**src/rtl/normalizer_if.sv**
```systemverilog
// Start/done handshake bundle for the normalizer.
//   master: drives start, In, Mode; observes busy, done, Out, Cnt, Zero
//   slave : the normalizer itself
interface normalizer_if;
  localparam int unsigned DATA_W = 16;
  localparam int unsigned CNT_W  = 4;

  logic              start;
  logic [DATA_W-1:0] In;
  logic              Mode;
  logic              busy;
  logic              done;
  logic [DATA_W-1:0] Out;
  logic [CNT_W-1:0]  Cnt;
  logic              Zero;

  modport master (output start, In, Mode, input busy, done, Out, Cnt, Zero);
  modport slave  (input start, In, Mode, output busy, done, Out, Cnt, Zero);
endinterface

```
**src/rtl/normalizer.sv**
```systemverilog
// Iterative 16-bit left-normalizer: one 8/4/2/1 shift stage per clock,
// producing the normalizing left-shift count and the normalized value.
// Ports:
//   clk   - rising-edge clock
//   rst_n - asynchronous active-low reset
//   bus   - normalizer_if.slave (start/In/Mode in; busy/done/Out/Cnt/Zero out)
module normalizer (
  input  logic        clk,
  input  logic        rst_n,
  normalizer_if.slave bus
);

  localparam int unsigned DATA_W = 16;
  localparam int unsigned CNT_W  = 4;

  typedef enum logic [2:0] {
    ST_IDLE = 3'd0,
    ST_S8   = 3'd1,
    ST_S4   = 3'd2,
    ST_S2   = 3'd3,
    ST_S1   = 3'd4,
    ST_DONE = 3'd5
  } state_t;

  state_t            state_q;
  logic [DATA_W-1:0] w_q, w_d;
  logic [CNT_W-1:0]  c_q, c_d;
  logic              mode_q;
  logic              zcap_q;
  logic              busy_q, done_q;
  logic [DATA_W-1:0] out_q;
  logic [CNT_W-1:0]  cnt_q;
  logic              zero_q;

  // Current stage evaluation: conditionally shift W and set the stage's count bit.
  always_comb begin
    w_d = w_q;
    c_d = c_q;
    case (state_q)
      ST_S8: begin
        if (mode_q ? (w_q[15:7] == {9{w_q[15]}}) : (w_q[15:8] == 8'h00)) begin
          w_d    = w_q << 8;
          c_d[3] = 1'b1;
        end
      end
      ST_S4: begin
        if (mode_q ? (w_q[15:11] == {5{w_q[15]}}) : (w_q[15:12] == 4'h0)) begin
          w_d    = w_q << 4;
          c_d[2] = 1'b1;
        end
      end
      ST_S2: begin
        if (mode_q ? (w_q[15:13] == {3{w_q[15]}}) : (w_q[15:14] == 2'b00)) begin
          w_d    = w_q << 2;
          c_d[1] = 1'b1;
        end
      end
      ST_S1: begin
        if (mode_q ? (w_q[15:14] == {2{w_q[15]}}) : (w_q[15] == 1'b0)) begin
          w_d    = w_q << 1;
          c_d[0] = 1'b1;
        end
      end
      default: ;
    endcase
  end

  // Sequencer, working registers and registered result.
  always_ff @(posedge clk or negedge rst_n) begin
    if (!rst_n) begin
      state_q <= ST_IDLE;
      w_q     <= '0;
      c_q     <= '0;
      mode_q  <= 1'b0;
      zcap_q  <= 1'b0;
      busy_q  <= 1'b0;
      done_q  <= 1'b0;
      out_q   <= '0;
      cnt_q   <= '0;
      zero_q  <= 1'b0;
    end else begin
      w_q <= w_d;
      c_q <= c_d;
      case (state_q)
        ST_IDLE, ST_DONE: begin
          done_q <= 1'b0;
          if (bus.start) begin
            state_q <= ST_S8;
            busy_q  <= 1'b1;
            w_q     <= bus.In;
            mode_q  <= bus.Mode;
            c_q     <= '0;
            zcap_q  <= (bus.In == '0);
          end else begin
            state_q <= ST_IDLE;
          end
        end
        ST_S8: state_q <= ST_S4;
        ST_S4: state_q <= ST_S2;
        ST_S2: state_q <= ST_S1;
        ST_S1: begin
          // Final stage result goes straight to the outputs.
          state_q <= ST_DONE;
          busy_q  <= 1'b0;
          done_q  <= 1'b1;
          out_q   <= w_d;
          cnt_q   <= c_d;
          zero_q  <= zcap_q;
        end
        default: state_q <= ST_IDLE;
      endcase
    end
  end

  assign bus.busy = busy_q;
  assign bus.done = done_q;
  assign bus.Out  = out_q;
  assign bus.Cnt  = cnt_q;
  assign bus.Zero = zero_q;

endmodule

```
**src/flat_wrapper.sv**
```systemverilog
// flat-port wrapper written by rule: the top's interface ports become plain ports
module normalizer_flat 
  (clk, rst_n, bus_start, bus_In, bus_Mode, bus_busy, bus_done, bus_Out, bus_Cnt, bus_Zero);
  normalizer_if bus_i ();
  input  logic clk;
  input  logic rst_n;
  input wire logic [$bits(bus_i.start)-1:0] bus_start;
  input wire logic [$bits(bus_i.In)-1:0] bus_In;
  input wire logic [$bits(bus_i.Mode)-1:0] bus_Mode;
  output wire logic [$bits(bus_i.busy)-1:0] bus_busy;
  output wire logic [$bits(bus_i.done)-1:0] bus_done;
  output wire logic [$bits(bus_i.Out)-1:0] bus_Out;
  output wire logic [$bits(bus_i.Cnt)-1:0] bus_Cnt;
  output wire logic [$bits(bus_i.Zero)-1:0] bus_Zero;
  assign bus_i.start = bus_start;
  assign bus_i.In = bus_In;
  assign bus_i.Mode = bus_Mode;
  assign bus_busy = bus_i.busy;
  assign bus_done = bus_i.done;
  assign bus_Out = bus_i.Out;
  assign bus_Cnt = bus_i.Cnt;
  assign bus_Zero = bus_i.Zero;
  normalizer u_core (.clk(clk), .rst_n(rst_n), .bus(bus_i));
endmodule
```
**config.mk**
```make
export PLATFORM = sky130hd
export DESIGN_NAME = normalizer_flat
export DESIGN_NICKNAME = d
export VERILOG_FILES = /design/src/rtl/normalizer_if.sv /design/src/rtl/normalizer.sv /design/src/flat_wrapper.sv
export SDC_FILE = /design/constraint.sdc
export NUM_CORES = 1
export LEC_CHECK = 0
export ABC_CLOCK_PERIOD_IN_PS = 2250
export CAP_MARGIN = 15
export CORE_ASPECT_RATIO = 0.6
export CORE_MARGIN = 1
export CORE_UTILIZATION = 45
export DETAILED_ROUTE_END_ITERATION = 8
export GPL_TIMING_DRIVEN = 0
export PLACE_DENSITY = 0.82
export SYNTH_ARGS = -nofsm -noshare
export SYNTH_HDL_FRONTEND = slang
export SYNTH_SLANG_ARGS = --single-unit
```
**constraint.sdc**
```tcl
create_clock -name clk -period 2.25 [get_ports clk]
set_input_delay 0.3375 -clock clk [delete_from_list [all_inputs] [get_ports clk]]
set_output_delay 0.3375 -clock clk [all_outputs]
set_load 0.01 [all_outputs]
```
**Word-level counts from Yosys, hierarchy flattened**

Cells that the tools add are included.

- Bits in writable memories: 0
- Latch bits: 0
- Memories: 0
- Flip-flop bits (word level): 48
- Memory bits (read-only): 0
- Logic and storage cells: 56
- Bits of input ports: 20
- Output and inout bits: 23

- Shifts and indexed selects: 0
- Equality and inequality tests: 10
- Mux-type cells: 26
- Multiply operators: 0
- Add/sub/neg operators: 0
- Reductions and logical operators: 9
- Order comparisons: 0
- Bitwise operators: 1
- Div/mod/pow operators: 0

Operators by type and width:

| cell | count |
|---|---|
| 16-bit two-way mux | 6 |
| 16-bit case mux with 4 select lines | 1 |
| 16-bit zero test | 1 |
| 3-bit case mux with 5 select lines | 1 |
| 1-bit two-way mux | 14 |
| 8-bit equality test | 1 |
| 8-bit zero test | 1 |
| 4-bit two-way mux | 2 |
| 3-bit by 2-bit equality test with 1-bit output (second input constant) | 2 |
| 3-bit equality test (second input constant) | 2 |
| 4-bit equality test | 1 |
| 4-bit zero test | 1 |
| 1-bit case mux with 2 select lines | 2 |
| 2-bit AND reduction | 2 |
| 3-bit by 1-bit equality test with 1-bit output (second input constant) | 1 |
| 3-bit zero test | 1 |
| 2-bit equality test | 1 |
| 2-bit zero test | 1 |
| 2-bit inequality test (second input constant) | 1 |
| 2-bit nonzero test | 1 |
| 2-bit OR reduction | 1 |
| 1-bit equality test | 1 |
| 1-bit NOT | 1 |

**Depth between registers and ports, before layout**

- Word-level depth: 6
- Gate-level depth with buffers: 10
- Gate-level depth less buffers: 8

**Worst setup path before layout**

Ideal clock, no wire load.

- Path kind: reg2reg
- From: reg u_core.w_q[15]
- To: reg u_core.w_q[13]
- Clock period less this slack: 2.292 ns
- Setup slack: -0.042 ns
- Arrival time: 2.166 ns
- Stages on the path, launching flop included: 11
- Library setup time: 0.126 ns
- Buffers on the path: 2
- Path through: dfrtp_1 -> buf_6 -> inv_1 -> ha_1 -> or4b_1 -> nor3b_2 -> a21oi_1 -> a2bb2oi_4 -> a21oi_2 -> buf_6 -> a221o_1

- Longest elaborated chain between the ends: 6
- Elaborated cells on any way between the ends: 19
- Classes of those cells: eq/ne: 4; mux: 11; bitwise: 1; reduce/logical: 3

RTL lines:

| what | RTL line | source |
|---|---|---|
| start: declaration | normalizer.sv:26 | `logic [DATA_W-1:0] w_q, w_d;` |
| start signal: assignment | normalizer.sv:82 | `w_q <= w_d;` |
| start signal: assignment | normalizer.sv:90 | `w_q <= bus.In;` |
| 8-bit equality test (tied with other cells) | normalizer.sv:41 | `if (mode_q ? (w_q[15:7] == {9{w_q[15]}}) : (w_q[15:8] == 8'h00)) begin` |
| 1-bit two-way mux (on tied branches) | n/a |  |
| 16-bit two-way mux (on tied branches) | n/a |  |
| 16-bit case mux with 4 select lines (*) | normalizer.sv:39 | `case (state_q)` |
| 16-bit two-way mux | normalizer.sv:87 | `if (bus.start) begin` |
| 16-bit two-way mux (*) | normalizer.sv:84 | `case (state_q)` |

Every way passes the cells marked *; elsewhere a longest branch is shown, timed or not.
A chain may end at the register's enable or synchronous reset.

**Worst setup path in the final report**

- From: reg u_core.w_q[14]
- To: reg u_core.w_q[12]

- Longest elaborated chain between the ends: 6
- Elaborated cells on any way between the ends: 18
- Classes of those cells: eq/ne: 4; mux: 11; reduce/logical: 3

RTL lines:

| what | RTL line |
|---|---|
| 8-bit equality test (tied with other cells) | normalizer.sv:41 |
| 1-bit two-way mux (on tied branches) | n/a |
| 16-bit two-way mux (on tied branches) | n/a |
| 16-bit case mux with 4 select lines (*) | normalizer.sv:39 |
| 16-bit two-way mux | normalizer.sv:87 |
| 16-bit two-way mux (*) | normalizer.sv:84 |

Marked as above.

==> flow_metrics.tcl <==
set metrics [dict create \
    cp_num_buf_inv 2 \
    area.growth.synth_to_final_pct 30.9 \
    number_of_storage_elements_in_the_synthesis_netlist 48 \
    worstReg2RegStart "u_core.w_q[14]" \
    io_pins 43 \
    vdd_drop_max_v 0.000606 \
    cap_violations 0 \
    final_min_period_over_clock_period_pct 104 \
    post_layout_instance_count_excluding_filler_cells 403 \
    maximum_number_of_buffers_from_clock_root_to_sink 2 \
    worst_path_largest_cell_delay_ns 0.49 \
    detail_route.vias_per_cell 6.03 \
    dp.cells 389 \
    wl_per_cell_um 17.9 \
    worst_path_max_delay_cell "or4b_4" \
    cts_made_buffers 5 \
    yosysWarnings 0 \
    failed_checks "setup timing" \
    starting_drc_count_in_detailed_routing 241 \
    design_area_mm2 0.00337 \
    port_buffers 42 \
    power_per_cell_area_mw_per_mm2 1500 \
    finalPower_mw 5.06 \
    initial_antenna_violation_count 0 \
    hold_viol_final 0 \
    drc 0 \
    path_class "reg2reg" \
    cp_max_fo 5 \
    grt_first_pass_wirelength_mm 11.4 \
    ctsHtreeMaxLevel 2 \
    path_clk_slew_ns 0.10 \
    crit-reg2reg-capture "u_core.w_q[12]" \
    critical_path_required_ns 2.45 \
    power.static_leakage_nw 1.47 \
    placeable_area_mm2 0.00528 \
    synth_sequential_area_ratio_pct 46.6 \
    crit_path_frequent_cell "a21oi_4" \
    timing.critical_path.cells "inv_2, ha_4, or4b_4, nor3b_4, a21oi_4, a2bb2oi_4, a21oi_4, buf_6, a221o_1" \
    fin_ws_ns -0.0861 \
    place_congestion 0.911 \
    finalSetupViolCount 8 \
    row_count 20 \
    outcome "complete, but fails checks" \
    report.final.slew_viol_count 0 \
    synth_enable_flop_cells 0 \
    worst_slew_pin_slew_ns 0.712 \
    dpl.hpwl_mm 5.10 \
    finalWirelength_mm 7.19 \
    hold_path.class "in2async" \
    antenna_cells 0 \
    cts.sink_count 48 \
    cts-root-buf "clkbuf_8" \
    setup.worst_path.start_class "flip-flop" \
    achievable-frequency_ghz 0.428 \
    initial_utilization_pct 48.8 \
    layout-drive-gt1-share_pct 15.6 \
    synth.net_count 290 \
    mapped_area_mm2 0.00257 \
    ff2ff_setup_slack_ns -0.09 \
    endpoint_kind "flip-flop" \
    slew-limit-headroom_pct 52.1 \
    placed_area_mm2 0.00312 \
    syn_inst 269 \
    die_w_um 99.7 \
    grt_pass1_vias 2247 \
    gr-total-overflow 0 \
    rsz_0062_raised_after_global_routing "true" \
    design.die.area_mm2 0.00604 \
    synthesis.area_per_instance_um2 9.57 \
    track_usage_pct 25.3 \
    fill_cells 453 \
    timing.reg2reg.worst_path_depth 9 \
    ys_async_sr_fraction_pct 100 \
    first_pass_iters 5 \
    chipHeight_um 60.6 \
    clock-skew-final_ns 0.00945 \
    insertion_delay_ns 0.31 \
    num-nets-final 346 \
    cp.arrival_ns 2.53 \
    yosys_most_used_dff "dfrtp_1" \
    yosysUniqueCellTypes 49 \
    routed-via-count 2430 \
    tritoncts "done" \
    ant_nets 0 \
    period_needed_ns 2.34 \
    cpLargestDelayFamily "simple AND/OR/NAND/NOR gates" \
    largest_net_degree_at_the_start_of_global_routing 30 \
]
==> logic make-up (layout without fill, tap and decap cells) <==
kind of cell | after synthesis | in the layout | synth area share (%)
compound gates | 89 | 89 | 27.8
xor+xnor | 2 | 2 | 0.680
fa+ha+maj | 1 | 1 | 0.486
buf+inv | 27 | 84 | 4.62
flops | 48 | 48 | 46.6
mux | 4 | 4 | 1.65
simple gates | 98 | 98 | 18.1
==> registers in the layout, summed over array words and instances (netlist names) <==
signal / count
u_core.bus.Out: 16
u_core.w_q: 16
u_core.bus.Cnt: 4
u_core.c_q: 4
u_core.state_q: 3
u_core.bus.Zero: 1
u_core.bus.busy: 1
u_core.bus.done: 1
u_core.mode_q: 1
u_core.zcap_q: 1
==> area by class of cell <==
class	instances	area, um2	share of cell area [%]
inverter	3	13.8	0.408
clock buffer	5	68.8	2.04
buffer	19	96.3	2.86
multi-input combinational	194	1330	39.3
sequential	48	1200	35.7
clock inverter	3	46.3	1.37
timing repair buffer	54	520	15.4
tap	77	96.3	2.86
==> through the flow <==
step	setup WS (ns)	util (%)	setup TNS (ns)	hold slack, ns
after floorplan	0.00956	-	0	0.0419
after global placement	-0.532	58.9	-31.58	0.463
after detailed placement	-0.287	59.1	-6.37	0.315
after CTS	-0.0701	62.9	-0.291	0.492
after global routing	-0.151	63.8	-1.13	0.524
final	-0.0861	63.8	-0.623	0.488
==> how the worst max path moves through the flow <==
stage / start / endpoint / slack (ns) / depth (start not counted)
after floorplan: u_core.w_q[15] / u_core.w_q[13] / 0.01 / 10
after global placement: rst_n / u_core.bus.Out[6] / -0.53 / 1
after detailed placement: u_core.w_q[15] / u_core.w_q[4] / -0.29 / 10
after CTS: u_core.w_q[15] / u_core.w_q[12] / -0.07 / 10
after global routing: u_core.w_q[15] / u_core.w_q[12] / -0.15 / 9
final: u_core.w_q[14] / u_core.w_q[12] / -0.09 / 9
==> cells in the mapped netlist, drive strengths merged (2+ instances only) <==
master	n	area (um2)
clkbuf	18	67.6
a221o	14	140
buf	6	40.0
inv	3	11.3
and2	2	12.5
or4b	2	20.0
o211ai	2	15.0
mux2i	2	20.0
a22o	9	78.8
a222oi	4	40.0
nor4	4	25.0
nor3b	2	20.0
nor2	30	115
nor2b	4	25.0
nand2	40	150
o22a	8	70.1
dfrtp	48	1200
nor3	2	10.0
nor4b	2	17.5
a211oi	3	22.5
a21o	13	97.6
nand4	3	18.8
nand2b	3	18.8
mux2	2	22.5
o21ai	10	50.0
o21a	2	22.5
a31oi	5	31.3
a21oi	13	80.1
==> report_power, final <==
| group | switching (mW) | leakage, nW | internal, mW |
|---|---|---|---|
| registers | 0.362 | 0.600 | 1.24 |
| logic | 1.43 | 0.812 | 1.37 |
| clock network | 0.321 | 0.0548 | 0.335 |
| total | 2.11 | 1.47 | 2.95 |
==> metal layers <==
layer	GRT usage, %	wire [um]	vias to the layer above
li1	-	-	1097
met1	39.3	3510	1194
met2	37.1	2910	126
met3	4.72	693	13
met4	4.62	87	0
met5	0	0	-
==> timing repair <==
item | CTS | global route
pin swaps | 4 | 12
endpoints found under the hold margin | 19 | 0
hold buffers | 1 | 0
gates cloned | 1 | 0
buffers inserted | 5 | 4
gates resized for setup | 12 | 20
setup endpoints to repair | 35 | 36
==> layout by cell type (no fill, tap or decap), types with 2 or more instances in the layout <==
cell / count
dfrtp_1: 47
clkdlybuf4s50_1: 41
nand2_1: 40
nor2_1: 27
a221o_1: 14
a21o_1: 13
a21oi_1: 10
buf_4: 10
a22o_1: 9
o22a_1: 8
clkbuf_1: 7
clkbuf_2: 6
o21ai_0: 5
a31oi_1: 5
o21ai_1: 5
clkbuf_8: 5
a222oi_1: 4
nor4_1: 4
nor2b_1: 3
buf_2: 3
nand4_1: 3
a21oi_4: 3
a211oi_1: 3
nor3_1: 2
nand2b_1: 2
nor2_4: 2
clkbuf_4: 2
o211ai_1: 2
and2_1: 2
mux2i_1: 2
Note: power is estimated with default switching activity, not from simulation.
